$ cat src/rtl/hazard_stall_unit.sv
// hazard_stall_unit
//   Decides each cycle whether the instruction in ID must be held. The
//   result, stall, drives the ID-stage bubble mux and gates the PC and
//   IF/ID write enables.
//
//   Two sources of stall:
//     * load-use: a load in EX writes a register that ID reads. This is
//       combinational and takes effect in the same cycle.
//     * multi-cycle FP (fdiv/fsqrt): once the op enters EX, ID is held for
//       exactly MC_LAT cycles. That is the start cycle plus MC_LAT-1 BUSY
//       cycles.
//   A saturating counter tracks stall cycles for profiling.
//
// Ports
//   clk, rst_n                     clock, async active-low reset
//   id_rs{1,2,3}[4:0]              ID source register indices
//   id_use_rs{1,2,3}               ID instruction reads rsN
//   id_rs{1,2,3}_fp                rsN is an FP register
//   ex_rd[4:0], ex_rd_fp           EX destination index / FP flag
//   ex_mem_read, ex_reg_write      EX is a load / writes rd
//   ex_mc_start                    multi-cycle FP op entered EX (pulse)
//   flush                          ID instruction is being squashed
//   stall, pc_write, if_id_write   hold / enables
//   mc_busy, mc_done, mc_overrun   multi-cycle FSM status
//   perf_stall_cnt[PERF_W-1:0]     saturating stall-cycle count
module hazard_stall_unit #(
  parameter int MC_LAT = 8,
  parameter int CNT_W  = 5,
  parameter int PERF_W = 16
) (
  input  logic              clk,
  input  logic              rst_n,
  input  logic [4:0]        id_rs1,
  input  logic [4:0]        id_rs2,
  input  logic [4:0]        id_rs3,
  input  logic              id_use_rs1,
  input  logic              id_use_rs2,
  input  logic              id_use_rs3,
  input  logic              id_rs1_fp,
  input  logic              id_rs2_fp,
  input  logic              id_rs3_fp,
  input  logic [4:0]        ex_rd,
  input  logic              ex_rd_fp,
  input  logic              ex_mem_read,
  input  logic              ex_reg_write,
  input  logic              ex_mc_start,
  input  logic              flush,
  output logic              stall,
  output logic              pc_write,
  output logic              if_id_write,
  output logic              mc_busy,
  output logic              mc_done,
  output logic              mc_overrun,
  output logic [PERF_W-1:0] perf_stall_cnt
);

  localparam int NSRC = 3;

  typedef enum logic [1:0] {IDLE, BUSY, DONE} mc_state_e;

  // ---------------- load-use detection ----------------
  logic [NSRC-1:0][4:0] w_rs;
  logic [NSRC-1:0]      w_use;
  logic [NSRC-1:0]      w_fp;
  logic [NSRC-1:0]      w_match;
  logic                 w_load_use;

  assign w_rs  = {id_rs3, id_rs2, id_rs1};
  assign w_use = {id_use_rs3, id_use_rs2, id_use_rs1};
  assign w_fp  = {id_rs3_fp, id_rs2_fp, id_rs1_fp};

  // Integer x0 is hardwired to zero and can never carry a hazard.
  // FP f0 is an ordinary register, so an FP source at index 0 still matches.
  for (genvar g = 0; g < NSRC; g++) begin : g_src
    assign w_match[g] = w_use[g] && (w_rs[g] == ex_rd) && (w_fp[g] == ex_rd_fp)
                        && (w_fp[g] || (w_rs[g] != 5'd0));
  end

  assign w_load_use = ex_mem_read && ex_reg_write && (|w_match);

  // ---------------- multi-cycle FP sequencer ----------------
  mc_state_e        r_state, w_state_nxt;
  logic [CNT_W-1:0] r_cnt, w_cnt_nxt;
  logic             w_mc_stall;

  always_ff @(posedge clk or negedge rst_n) begin
    if (!rst_n) begin
      r_state <= IDLE;
      r_cnt   <= '0;
    end else begin
      r_state <= w_state_nxt;
      r_cnt   <= w_cnt_nxt;
    end
  end

  always_comb begin
    w_state_nxt = r_state;
    w_cnt_nxt   = r_cnt;
    w_mc_stall  = 1'b0;
    unique case (r_state)
      IDLE: if (ex_mc_start) begin
        w_state_nxt = BUSY;
        w_cnt_nxt   = CNT_W'(MC_LAT - 1);
        w_mc_stall  = 1'b1;
      end
      BUSY: begin
        w_mc_stall = 1'b1;
        if (r_cnt == CNT_W'(1)) w_state_nxt = DONE;
        else                    w_cnt_nxt   = r_cnt - CNT_W'(1);
      end
      DONE:    w_state_nxt = IDLE;
      default: w_state_nxt = IDLE;
    endcase
  end

  // flush squashes only the ID instruction. An op already in EX is older
  // than the branch, so flush never affects the FSM.
  assign stall       = (w_load_use && !flush) || w_mc_stall;
  assign pc_write    = !stall;
  assign if_id_write = !stall;
  assign mc_busy     = (r_state == BUSY);
  assign mc_done     = (r_state == DONE);

  // ---------------- overrun flag + profiling ----------------
  logic              r_overrun;
  logic [PERF_W-1:0] r_perf;

  always_ff @(posedge clk or negedge rst_n) begin
    if (!rst_n) begin
      r_overrun <= 1'b0;
      r_perf    <= '0;
    end else begin
      if (ex_mc_start && (r_state != IDLE)) r_overrun <= 1'b1;
      if (stall && (r_perf != {PERF_W{1'b1}})) r_perf <= r_perf + PERF_W'(1);
    end
  end

  assign mc_overrun     = r_overrun;
  assign perf_stall_cnt = r_perf;

endmodule

$ cat config.mk
export PLATFORM = sky130hd
export DESIGN_NAME = hazard_stall_unit
export DESIGN_NICKNAME = d
export VERILOG_FILES = /design/src/rtl/hazard_stall_unit.sv
export SDC_FILE = /design/constraint.sdc
export NUM_CORES = 1
export LEC_CHECK = 0
export ABC_CLOCK_PERIOD_IN_PS = 3800
export BUFFER_PORTS_ARGS = -buffer_cell sky130_fd_sc_hd__clkbuf_2
export CAP_MARGIN = 0
export CORE_MARGIN = 4
export CORE_UTILIZATION = 53
export CTS_CLUSTER_DIAMETER = 150
export DETAILED_ROUTE_END_ITERATION = 10
export GPL_ROUTABILITY_DRIVEN = 0
export HOLD_SLACK_MARGIN = 0.02
export PLACE_DENSITY = 0.95
export SLEW_MARGIN = 10
export SYNTH_ARGS = -nofsm -noshare
export SYNTH_HDL_FRONTEND = slang
export SYNTH_SLANG_ARGS = --single-unit
export TNS_END_PERCENT = 30
$ cat constraint.sdc
create_clock -name clk -period 3.8 [get_ports clk]
set_clock_uncertainty 0.2 [all_clocks]
set_input_delay 0.38 -clock clk [delete_from_list [all_inputs] [get_ports clk]]
set_output_delay 0.38 -clock clk [all_outputs]
set_load 0.01 [all_outputs]
==> results_dict.tcl <==
set metrics [dict create \
    synth_warnings 0 \
    critPathSlowestCell "or4_1" \
    io_buffers 54 \
    totalWireLength_um 3142 \
    maxSlewHeadroom_pct 51.84 \
    finish.net_count 248 \
    slowest_delay_ps 520 \
    r2r_cells 6 \
    grt.total_usage_pct 18.59 \
    vias 1318 \
    synth_top_area_share_pct 40.34 \
    finalNonFillerCells 241 \
    slew_violations 0 \
    critPathTopFamily "simple AND/OR/NAND/NOR gates" \
    path_cells "clkbuf_2 -> or4_1 -> o21bai_1 -> a2111oi_2 -> nor3_1 -> o21ai_0 -> inv_1 -> clkbuf_2" \
    worstSkewPairLatency_ps 310 \
    drt_pass1_iterations 4 \
    path_clk_slew_ps 120 \
    diodes 0 \
    rsz0062_at_grt "no" \
    final_util_pct 70.91 \
    wl_per_cell_um 13.04 \
    fillCellCount 211 \
    period_needed_ps 2448 \
    tightest_slew_ps 717.1 \
    cp_max_fo 2 \
    ant_nets 0 \
    drv_cap 0 \
    drt_iter0_markers 30 \
    synth_cell_types 35 \
    rows 18 \
    vias_per_cell 5.469 \
    layout_commonest_cell "clkbuf_2" \
    cts_resized 0 \
    first_global_vias 1237 \
    synth_area_leader_cell "dfrtp_1" \
    drc 0 \
    setup.worst_path.start_class "input port" \
    drive_gt1_share_pct 30.33 \
    hold_viol 0 \
    fin_tns_setup_ps 0 \
    cp-end-kind "primary output" \
    crit_arrival_ps 1870 \
    clock-sinks 24 \
    die_x_um 61 \
    grt_pass1_wl_um 5181 \
    syn2layout_area_growth_pct 22.27 \
    setup.worst_path.class "input port to primary output" \
    synth_area_leaders "dfrtp_1, xor2_1, xnor2_1, nor2_1, nand2_1" \
    powerDensity_mw_per_mm2 537.8 \
    place_hpwl_um 2620 \
    holdWs_ps 125.5 \
    clk_path_buf_depth 2 \
    grt_max_degree 25 \
    max-vdd-ir-drop_v 0.0004385 \
    hold_class "input port to flip-flop" \
    syn_avg_cell_area_um2 9.606 \
    synth_seq_cells 24 \
    cts_buffers 3 \
    die_height_um 61 \
    crit_cells 8 \
    min_path_cells 3 \
    cp.buffers_inverters 3 \
    gr-total-overflow 0 \
    leakage_uw 0.0009206 \
    fin_crit_sh_pct 64.42 \
    finalSetupViolations 0 \
    cp_common_cell "clkbuf_2" \
    root_buffer "clkbuf_4" \
    cts_tree "yes" \
    htree_levels 1 \
    status "finished clean" \
    dp_cells 236 \
    antenna_found_initial 0 \
    synth.cell_area_mm2 0.001489 \
    pin_count 55 \
    ys_seq_area_share_pct 40.34 \
    die_area_mm2 0.003721 \
    timing.fmax_ghz 0.4085 \
    final_cell_mix "clkbuf_2, dfrtp_1, xor2_1, nor2_1" \
    synth_nets 191 \
    start_util_pct 57.99 \
    required_ps 3220 \
    syn_inst 155 \
    core_area_mm2 0.002567 \
]
## metrics by stage
stage	total power (uW)	setup WS, ps	area, um^2
final	979.1	1352	1821
after CTS	981.8	1343	1821
after global routing	1056	1142	1821
after global placement	831.5	1124	1774
after floorplan	713.3	1433	1489
after detailed placement	852.3	1091	1774
## layer usage
metal	track usage [%]	vias up	wire length, um
met3	4.043	5	258
met5	0	-	0
met2	32.82	54	1510
met1	22.19	606	1335
li1	-	653	-
met4	6.502	0	38
## layout make-up
| class | count | area, um^2 | share of cell area [%] |
|---|---|---|---|
| multi-input combinational | 123 | 847.1 | 46.53 |
| clock buffer | 4 | 36.28 | 1.993 |
| inverter | 5 | 18.77 | 1.031 |
| tap | 30 | 37.54 | 2.062 |
| timing repair buffer | 55 | 280.3 | 15.40 |
| sequential | 24 | 600.6 | 32.99 |
## worst min-delay path: stages
cell,delay [ps]
clkbuf_2,100
o21ai_0,70
nand2b_1,50
## registers in the layout (all words and copies together) (netlist names)
signal	cells
r_cnt	5
mc_overrun	1
perf_stall_cnt	16
r_state	2
## kinds of logic after synthesis
family / share of synthesized area, %
simple gates: 26.13
xor+xnor: 19.41
flops: 40.34
compound gates: 7.814
buf+inv: 2.773
fa+ha+maj: 2.521
mux: 1.008
## power breakdown
group          internal [uW]  switching (uW)  leakage (uW)  total [uW]
sequential               336            96.0      0.000295         432
clock                   58.5            72.4     0.0000210         131
combinational            192             224      0.000604         416
total                    587             392      0.000921         979
## worst paths after layout
kind,start,endpoint,slack [ps]
max in group asynchronous,rst_n,perf_stall_cnt[8]$_DFFE_PN0P_,2650
min in group asynchronous,rst_n,perf_stall_cnt[11]$_DFFE_PN0P_,380
worst min-delay path,ex_mc_start,mc_overrun$_DFFE_PN0P_,130
worst min register to register,mc_overrun$_DFFE_PN0P_,mc_overrun$_DFFE_PN0P_,280
worst max-delay path,id_rs2[1],if_id_write,1350
worst max register to register,perf_stall_cnt[8]$_DFFE_PN0P_,perf_stall_cnt[12]$_DFFE_PN0P_,1510
## cells in the mapped netlist (all sizes together)
library cell	n
a2111oi	1
a211oi	2
a21oi	1
a22oi	2
a32oi	1
and2	2
and3	2
and4	2
buf	2
clkbuf	1
dfrtp	24
ha	3
inv	5
mux2	1
nand2	15
nand2b	2
nand3	1
nand3b	1
nand4	9
nor2	16
nor2b	3
nor3	7
nor3b	2
nor4	1
nor4b	2
o21ai	7
o21bai	2
or3	1
or4	3
or4b	1
xnor2	15
xor2	18
## what timing repair did
action | CTS | global route
hold buffers | 1 | 0
hold endpoints to repair | 24 | 0
buffers inserted | 0 | 0
endpoints found under the setup margin | 0 | 0
(Power assumes the default switching activity.)
